**config.mk**
```make
export PLATFORM = sky130hd
export DESIGN_NAME = serial_subtractor_flat
export DESIGN_NICKNAME = d
export VERILOG_FILES = /design/src/rtl/serial_subtractor_if.sv /design/src/rtl/serial_subtractor.sv /design/src/flat_wrapper.sv
export SDC_FILE = /design/constraint.sdc
export NUM_CORES = 1
export LEC_CHECK = 0
export CAP_MARGIN = 20
export CORE_UTILIZATION = 51
export DETAILED_ROUTE_END_ITERATION = 16
export PLACE_DENSITY = 0.85
export SLEW_MARGIN = 20
export SYNTH_ARGS = -nofsm -noshare
export SYNTH_HDL_FRONTEND = slang
export SYNTH_SLANG_ARGS = --single-unit
```
**constraint.sdc**
```tcl
create_clock -name clock -period 2.25 [get_ports clock]
set_clock_uncertainty 0.1 [all_clocks]
set_input_delay 0.225 -clock clock [delete_from_list [all_inputs] [get_ports clock]]
set_output_delay 0.225 -clock clock [all_outputs]
set_load 0.01 [all_outputs]
```
**src/rtl/serial_subtractor_if.sv**
```systemverilog
// Operand/result bundle for the bit-serial subtractor.
// The master drives the request and operands; the slave (the subtractor) returns status and results.
interface serial_subtractor_if #(
  parameter int unsigned WIDTH = 4
);
  logic             start;
  logic [WIDTH-1:0] input_A;
  logic [WIDTH-1:0] input_B;
  logic             borrow_in;
  logic             busy;
  logic             done;
  logic [WIDTH-1:0] output_D;
  logic             borrow_Out;
  logic             overflow;

  modport master (
    output start, input_A, input_B, borrow_in,
    input  busy, done, output_D, borrow_Out, overflow
  );

  modport slave (
    input  start, input_A, input_B, borrow_in,
    output busy, done, output_D, borrow_Out, overflow
  );
endinterface

```
**src/rtl/serial_subtractor.sv**
```systemverilog
// Bit-serial subtractor: D = A - B - borrow_in, one bit per clock, LSB first.
// A single full-subtractor cell walks two shift registers; results are held until the next completion.
module serial_subtractor #(
  parameter int unsigned WIDTH = 4
) (
  input  logic                      clock,
  input  logic                      reset,
  serial_subtractor_if.slave        bus
);

  localparam int unsigned CntW = $clog2(WIDTH) + 1;
  localparam logic [CntW-1:0] LastCnt = CntW'(WIDTH - 1);

  localparam logic [0:0] StIdle = 1'b0;
  localparam logic [0:0] StRun  = 1'b1;

  logic [0:0]       state_q, state_d;
  logic [WIDTH-1:0] a_sr_q, a_sr_d;
  logic [WIDTH-1:0] b_sr_q, b_sr_d;
  logic [WIDTH-1:0] res_q, res_d;
  logic             br_q, br_d;
  logic [CntW-1:0]  cnt_q, cnt_d;
  logic             a_msb_q, a_msb_d;
  logic             b_msb_q, b_msb_d;
  logic             busy_q, busy_d;
  logic             done_q, done_d;
  logic [WIDTH-1:0] out_d_q, out_d_d;
  logic             bout_q, bout_d;
  logic             ovf_q, ovf_d;

  // Full-subtractor cell operating on the current LSBs.
  logic             a_bit, b_bit, d_bit, br_next;
  logic [WIDTH-1:0] res_shift;

  always_comb begin
    a_bit     = a_sr_q[0];
    b_bit     = b_sr_q[0];
    d_bit     = a_bit ^ b_bit ^ br_q;
    br_next   = (~a_bit & b_bit) | (~(a_bit ^ b_bit) & br_q);
    res_shift = {d_bit, res_q[WIDTH-1:1]};
  end

  // Next-state: accept in idle, shift one bit per cycle in run, publish results on the last bit.
  always_comb begin
    state_d = state_q;
    a_sr_d  = a_sr_q;
    b_sr_d  = b_sr_q;
    res_d   = res_q;
    br_d    = br_q;
    cnt_d   = cnt_q;
    a_msb_d = a_msb_q;
    b_msb_d = b_msb_q;
    busy_d  = busy_q;
    done_d  = 1'b0;
    out_d_d = out_d_q;
    bout_d  = bout_q;
    ovf_d   = ovf_q;

    unique case (state_q)
      StIdle: begin
        if (bus.start) begin
          state_d = StRun;
          a_sr_d  = bus.input_A;
          b_sr_d  = bus.input_B;
          br_d    = bus.borrow_in;
          cnt_d   = '0;
          a_msb_d = bus.input_A[WIDTH-1];
          b_msb_d = bus.input_B[WIDTH-1];
          busy_d  = 1'b1;
        end
      end
      StRun: begin
        a_sr_d = a_sr_q >> 1;
        b_sr_d = b_sr_q >> 1;
        res_d  = res_shift;
        br_d   = br_next;
        cnt_d  = cnt_q + CntW'(1);
        if (cnt_q == LastCnt) begin
          // d_bit here is the MSB of the difference.
          state_d = StIdle;
          out_d_d = res_shift;
          bout_d  = br_next;
          ovf_d   = (a_msb_q != b_msb_q) & (d_bit != a_msb_q);
          done_d  = 1'b1;
          busy_d  = 1'b0;
        end
      end
      default: state_d = StIdle;
    endcase
  end

  // State registers; reset aborts any operation in flight and clears the outputs.
  always_ff @(posedge clock or posedge reset) begin
    if (reset) begin
      state_q <= StIdle;
      a_sr_q  <= '0;
      b_sr_q  <= '0;
      res_q   <= '0;
      br_q    <= 1'b0;
      cnt_q   <= '0;
      a_msb_q <= 1'b0;
      b_msb_q <= 1'b0;
      busy_q  <= 1'b0;
      done_q  <= 1'b0;
      out_d_q <= '0;
      bout_q  <= 1'b0;
      ovf_q   <= 1'b0;
    end else begin
      state_q <= state_d;
      a_sr_q  <= a_sr_d;
      b_sr_q  <= b_sr_d;
      res_q   <= res_d;
      br_q    <= br_d;
      cnt_q   <= cnt_d;
      a_msb_q <= a_msb_d;
      b_msb_q <= b_msb_d;
      busy_q  <= busy_d;
      done_q  <= done_d;
      out_d_q <= out_d_d;
      bout_q  <= bout_d;
      ovf_q   <= ovf_d;
    end
  end

  assign bus.busy       = busy_q;
  assign bus.done       = done_q;
  assign bus.output_D   = out_d_q;
  assign bus.borrow_Out = bout_q;
  assign bus.overflow   = ovf_q;

endmodule

```
**src/flat_wrapper.sv**
```systemverilog
// flat-port wrapper written by rule: the top's interface ports become plain ports
module serial_subtractor_flat 
#(
  parameter int unsigned WIDTH = 4
)
  (clock, reset, bus_start, bus_input_A, bus_input_B, bus_borrow_in, bus_busy, bus_done, bus_output_D, bus_borrow_Out, bus_overflow);
  serial_subtractor_if #(.WIDTH(WIDTH)) bus_i ();
  input  logic clock;
  input  logic reset;
  input wire logic [$bits(bus_i.start)-1:0] bus_start;
  input wire logic [$bits(bus_i.input_A)-1:0] bus_input_A;
  input wire logic [$bits(bus_i.input_B)-1:0] bus_input_B;
  input wire logic [$bits(bus_i.borrow_in)-1:0] bus_borrow_in;
  output wire logic [$bits(bus_i.busy)-1:0] bus_busy;
  output wire logic [$bits(bus_i.done)-1:0] bus_done;
  output wire logic [$bits(bus_i.output_D)-1:0] bus_output_D;
  output wire logic [$bits(bus_i.borrow_Out)-1:0] bus_borrow_Out;
  output wire logic [$bits(bus_i.overflow)-1:0] bus_overflow;
  assign bus_i.start = bus_start;
  assign bus_i.input_A = bus_input_A;
  assign bus_i.input_B = bus_input_B;
  assign bus_i.borrow_in = bus_borrow_in;
  assign bus_busy = bus_i.busy;
  assign bus_done = bus_i.done;
  assign bus_output_D = bus_i.output_D;
  assign bus_borrow_Out = bus_i.borrow_Out;
  assign bus_overflow = bus_i.overflow;
  serial_subtractor #(.WIDTH(WIDTH)) u_core (.clock(clock), .reset(reset), .bus(bus_i));
endmodule
```
After elaboration in Yosys (flattened, before gate mapping)

Index checks and enable logic that the tools add are counted.

Add/sub/neg operators: 1
Eq/ne operators: 5
Multiplexer cells: 16
Bitwise operators: 9
Reductions and logical operators: 3

Operators with widths:

| operator              | count |
|---|---|
| $pmux W4 S2           | 2 |
| $mux W4               | 2 |
| $mux W1               | 7 |
| $pmux W1 S2           | 3 |
| $pmux W3 S2           | 1 |
| $reduce_and A2 Y1     | 3 |
| $ne A2 B2 Y1 const B  | 2 |
| $add A3 B1 Y3 const B | 1 |
| $and A1 B1 Y1         | 3 |
| $eq A3 B2 Y1 const B  | 1 |
| $mux W3               | 1 |
| $not A1 Y1            | 3 |
| $ne A1 B1 Y1          | 2 |
| $xor A1 B1 Y1         | 2 |
| $or A1 B1 Y1          | 1 |

Register bits: 27
Bits of input ports: 12
Output and inout port bits: 8
Word-level logic and storage cells: 47

Logic depth before layout (Yosys ltp)

Gate-level depths: netlist of run 1.

Word-level depth: 5
Mapped depth: 5

Least setup slack after synthesis of run 1

Ideal clock, no wire load.

Path kind: reg2reg
Start: reg u_core.b_sr_q[0]
End: reg u_core.ovf_q, in the netlist u_core.bus.overflow
Setup time: 0.082 ns
Arrival time: 1.397 ns
Data required time: 2.068 ns
Setup slack: 0.671 ns
Cell stages (with the launch flop): 5
Path buffers: 0
Path through: dfrtp_1 > inv_1 > fa_1 > or3b_1 > a31oi_1

Word-level cells in the longest chain between the ends: 4

RTL lines:

| item                        | RTL line                 | text |
|---|---|---|
| start, declared             | serial_subtractor.sv:19  | `logic [WIDTH-1:0] b_sr_q, b_sr_d;` |
| start signal, assigned      | serial_subtractor.sv:111 | `b_sr_q <= b_sr_d;` |
| $xor A1 B1 Y1 (2 in series) | serial_subtractor.sv:38  | `d_bit = a_bit ^ b_bit ^ br_q;` |
| net u_core.d_bit            | serial_subtractor.sv:32  | `logic a_bit, b_bit, d_bit, br_next;` |
| $ne A1 B1 Y1                | serial_subtractor.sv:83  | `ovf_d = (a_msb_q != b_msb_q) & (d_bit != a_msb_q);` |
| $and A1 B1 Y1               | serial_subtractor.sv:83  |  |
| end signal, assigned        | serial_subtractor.sv:121 | `ovf_q <= ovf_d;` |
| end, declared               | serial_subtractor.sv:29  | `logic ovf_q, ovf_d;` |

The timed path passes the listed nets, and every way through them passes these cells.
A chain may end at the register's enable or synchronous reset.

Worst setup path in the final report of run 1

Ends and elaborated chain as after synthesis.

==> results.cfg, run 1 <==
[clock_network]
cts_setup_buffers = 0
cts_resized = 0
clkSlewWorstSetupHoldPaths_ns = 0.13
clock_latency_ns = 0.32
clock_path_buffers = 2
cts_tree = done
cts_inserted_buffers = 3
ctsHoldBuffers = 0
cts_root_buf = clkbuf_4
clock-sinks = 26
htreeDepth = 1

[synth]
ys_types = 22
synth_warnings = 0
synth_cells = 89
syn-num-nets = 105
synth-seq-cells = 26
ys_seq_area_frac = 0.554
syn_area_um2 = 1170
syn-mean-instance-area_um2 = 13.2

[sta]
setup-tns-final_ns = 0
holdWs_ns = 0.155
fmax_ghz = 0.595
setup_viol = 0
slew_viol_final = 0
fin_crit_ns = 1.68
rsz0062_at_grt = no
max_slew_margin = 0.584
hold_viol = 0
max_slew.worst_pin.slew_ns = 0.624
post-route-period-util = 0.746

[placement]
dp_hpwl_um = 1460
gp_congestion = 0.771
placed_area_um2 = 1380
port_buffers = 19
place_inst = 135

[status]
status = completed

[min_path]
hold_class = primary input to asynchronous set/reset pin

[floorplanning]
die-area_um2 = 2500
initial_core_util = 0.536
die_w_um = 50.0
core_um2 = 2190
die_y_um = 50.0
floorplan.rows = 17
boundaryPins = 20

[layout]
layout-drive-gt1-share = 0.171
final_common_cell = dfrtp_1
final_cells = 139
design_area_um2 = 1420
syn_to_final_growth_pct = 20.9
mostFrequentLayoutCells = dfrtp_1 (26), clkdlybuf4s50_1 (19), mux2i_1 (12)
num_antenna_cells = 0
nFillCells = 192
fin_nets = 128

[route]
routed_wl_um = 1880
vias = 722
ant_nets = 0
vias_per_cell = 5.19
drc = 0
drt-pass1-iter-count = 4
drt_iter0_markers = 9
wl_per_cell_um = 13.5

[global_route]
grt_pass1_vias = 783
antenna_found_initial = 0
grt_max_degree = 27
grt_pass1_wl_um = 3420
grt_overflow = 0
grt_util_all_layers = 0.187

[power_and_ir_drop]
vdd_drop_max_uv = 710
p_leak_nw = 0.682
power.density_nw_per_um2 = 1260

[worst_setup_path]
critPathKind = register to register
start_kind = register
ff2ff_setup_slack_ns = 0.57
arrival_ns = 1.83
critPathMaxStageDelay_ns = 0.52
slowest_stage = fa_1
end_kind = register
crit_fanout = 4
cp_cell_sequence = inv_1, fa_1, or3b_1, a31oi_1
crit_required_ns = 2.40

[job]
cap_violations = 0
-- synth_stat cells (all sizes together) --
master  count  share of area
or3b        1         0.0075
ha          3          0.032
inv         7          0.022
o21ai       6          0.026
nand2b      1         0.0053
nor2b       1          0.012
buf         4          0.033
nor2        4          0.013
fa          1          0.017
a21o        1         0.0064
a21oi       1         0.0043
nand3b      1         0.0064
mux2        9          0.099
a31oi       1         0.0053
a22o        2          0.015
nand2       8          0.039
dfrtp      26           0.55
mux2i      12           0.10
-- area by class of cell --
cell class / instances / area [um^2] / share of cell area
Clock buffer: 4 / 36.3 / 0.0256
Inverter: 7 / 26.3 / 0.0185
Multi-Input combinational cell: 52 / 458 / 0.323
Sequential cell: 26 / 651 / 0.459
Tap cell: 28 / 35.0 / 0.0247
Timing Repair Buffer: 22 / 213 / 0.150
-- sequential cells by signal (all words and copies together), names as in the netlist --
name and cells:
u_core.a_msb_q 1, u_core.cnt_q 3, u_core.res_q 3, u_core.state_q 1, u_core.br_q 1, u_core.bus.output_D 4
u_core.bus.done 1, u_core.b_msb_q 1, u_core.bus.busy 1, u_core.bus.borrow_Out 1, u_core.bus.overflow 1, u_core.a_sr_q 4
u_core.b_sr_q 4
-- stage by stage --
step                      power, mW  setup WS (ns)  utilization
after floorplan                1.31          0.671            -
after global placement         1.52          0.639        0.631
after detailed placement       1.58          0.591        0.631
after CTS                      1.81          0.565        0.648
after global routing           1.92          0.489        0.648
final                          1.78          0.571        0.648
-- worst max-delay path: cells and delay by family, from the launching register on --
| kind | cells | cell delay [ns] |
|---|---|---|
| DFF | 1 | 0.38 |
| buffers and inverters | 1 | 0.06 |
| adders and majority gates | 1 | 0.52 |
| and+or+nand+nor | 1 | 0.40 |
| AOI/OAI and AO/OA | 1 | 0.17 |
-- logic make-up (layout without fill, tap and decap cells) --
kind of cell / count (synthesis) / after routing / share of synthesized area
and+or+nand+nor: 16 / 16 / 0.0832
adders and majority gates: 4 / 4 / 0.0490
buffers and inverters: 11 / 33 / 0.0554
muxes: 21 / 21 / 0.201
DFF: 26 / 26 / 0.554
AOI/OAI and AO/OA: 11 / 11 / 0.0565
-- power breakdown --
part | total [mW] | internal, mW | switching (mW)
clock | 0.232 | 0.0990 | 0.133
sequential | 0.822 | 0.671 | 0.151
combinational | 0.728 | 0.440 | 0.288
total | 1.78 | 1.21 | 0.572
-- routing by layer --
metal,global-route usage,vias to the layer above,wire (um)
li1,-,346,-
met1,0.210,354,795
met2,0.338,18,990
met3,0.0370,4,63
met4,0.0857,0,29
met5,0,-,0
-- path summary, 6_finish.rpt --
kind / start / cells past startpoint / to
worst min register to register: u_core.bus.busy / 1 / u_core.bus.busy
min in group clock: u_core.bus.busy / 1 / u_core.bus.busy
worst min-delay path: reset / 3 / u_core.res_q[1]
worst max register to register: u_core.b_sr_q[0] / 4 / u_core.bus.overflow
worst max-delay path: u_core.b_sr_q[0] / 4 / u_core.bus.overflow
max in group asynchronous: reset / 3 / u_core.b_sr_q[0]
(Power assumes the default switching activity.)
==> run 2, diff against run 1 <==
==> constraint.sdc (replaced) <==
create_clock -name clock -period 1.65 [get_ports clock]
set_clock_uncertainty 0.1 [all_clocks]
set_input_delay 0.165 -clock clock [delete_from_list [all_inputs] [get_ports clock]]
set_output_delay 0.165 -clock clock [all_outputs]
set_load 0.01 [all_outputs]
==> run 2 against run 1 <==
Compared with the run above:
- utilization is 0.17 points higher
- non-clock buffer count rose by 2
- sequential power up 33%
- largest cell class unchanged
- first-iteration DRC count is 78% lower
- cell count grew 0.72%
- register-to-register slack worse by 0.49 ns
- fmax up 7.1%
- design area up 0.26%
- wire length shrank 3.1%
- sequential share of layout area decreased by 0.12 points
==> results.cfg, run 2 (synthesis results as in run 1) <==
[worst_setup_path]
timing.rr.start = u_core.br_q
crit_required_ns = 1.80
end_kind = register
crit_path_start = u_core.br_q
endpoint = u_core.bus.overflow
crit_fanout = 2
r2r_end = u_core.bus.overflow
arrival_ns = 1.72
critPathKind = register to register
ff2ff_setup_slack_ns = 0.08
start_kind = register
r2r_cells = 4

[sta]
hold_viol = 0
max_slew.worst_pin.slew_ns = 0.320
rsz0062_at_grt = no
fin_crit_ns = 1.57
slew_viol_final = 0
max_slew_margin = 0.786
post-route-period-util = 0.951
holdWs_ns = 0.0932
setup-tns-final_ns = 0
setup_viol = 0
fmax_ghz = 0.638

[placement]
dp_hpwl_um = 1400
port_buffers = 19
gp_congestion = 0.764
place_inst = 137

[power_and_ir_drop]
p_leak_nw = 0.682
power.density_nw_per_um2 = 1700
finalPower_mw = 2.42
vdd_drop_max_uv = 893

[global_route]
grt_overflow = 0
grt_util_all_layers = 0.191
grt_pass1_vias = 764
grt_max_degree = 27
grt_pass1_wl_um = 3420
antenna_found_initial = 0

[floorplanning]
floorplan.rows = 17
initial_core_util = 0.536
core_um2 = 2190
die-area_um2 = 2500
die_w_um = 50.0
boundaryPins = 20
die_y_um = 50.0

[clock_network]
clock_latency_ns = 0.31
cts_inserted_buffers = 3
cts_setup_buffers = 0
cts_root_buf = clkbuf_4
cts_tree = done
clock_path_buffers = 2
clkSlewWorstSetupHoldPaths_ns = 0.12
htreeDepth = 1
clock-sinks = 26

[layout]
final_cells = 140
syn_to_final_growth_pct = 21.2
layout-drive-gt1-share = 0.196
fin_nets = 130
mostFrequentLayoutCells = dfrtp_1 (26), clkdlybuf4s50_1 (19), mux2i_1 (12)
nFillCells = 166
num_antenna_cells = 0
final_common_cell = dfrtp_1

[route]
drc = 0
drt_iter0_markers = 2
drt-pass1-iter-count = 4
routed_wl_um = 1820
wl_per_cell_um = 13.0
ant_nets = 0
vias_per_cell = 5.10
vias = 714

[status]
status = completed

[min_path]
hold_class = primary input to asynchronous set/reset pin

[job]
cap_violations = 0
-- run 2: changes by cell type in the layout (fill, tap and decap cells not counted) --
cell      delta
inv_2        +1
ha_1         -1
inv_1        -1
clkbuf_8     -1
buf_4        +2
ha_2         +1
-- run 2: where the power goes --
group	total [mW]	switching [mW]	internal, mW
combinational	1.07	0.427	0.642
sequential	1.09	0.178	0.916
clock	0.253	0.167	0.0855
total	2.42	0.772	1.64
-- run 2: repair_timing --
item                                   in CTS  in global routing
resized for setup                           0                  2
setup endpoints to repair                   0                  2
hold buffers                                0                  0
endpoints found under the hold margin       0                  0
-- run 2: final cells by class --
class | instances | area (um^2) | area share
Inverter | 7 | 26.3 | 0.0185
Clock buffer | 3 | 22.5 | 0.0158
Multi-Input combinational cell | 52 | 460 | 0.324
Timing Repair Buffer | 24 | 228 | 0.160
Tap cell | 28 | 35.0 | 0.0246
Sequential cell | 26 | 651 | 0.457
-- run 2: per-layer routing --
| metal | vias up | GRT usage | wire length (um) |
|---|---|---|---|
| met4 | 0 | 0.0571 | 21 |
| li1 | 344 | - | - |
| met2 | 19 | 0.329 | 931 |
| met1 | 346 | 0.228 | 780 |
| met5 | - | 0 | 0 |
| met3 | 5 | 0.0556 | 86 |
-- run 2: worst max-delay path, cell delays in order (launching register included) --
cell	delay, ns
dfrtp_1	0.38
inv_2	0.04
fa_1	0.48
or3b_1	0.35
a31oi_1	0.15
-- run 2: worst min path at each step --
stage / to / slack (ns) / cells past startpoint
after floorplan: u_core.a_msb_q / 0.11 / 1
after global placement: u_core.bus.busy / 0.36 / 1
after detailed placement: u_core.a_sr_q[1] / 0.38 / 2
after CTS: u_core.a_msb_q / 0.1 / 3
after global routing: u_core.res_q[1] / 0.12 / 3
final: u_core.res_q[1] / 0.09 / 3
-- run 2: through the flow --
stage	utilization	worst slack [ns]	area [um^2]
after floorplan	-	0.0714	1170
after global placement	0.638	0.0872	1400
after detailed placement	0.638	0.0584	1400
after CTS	0.648	0.0274	1420
after global routing	0.649	0.00775	1420
final	0.649	0.0816	1420
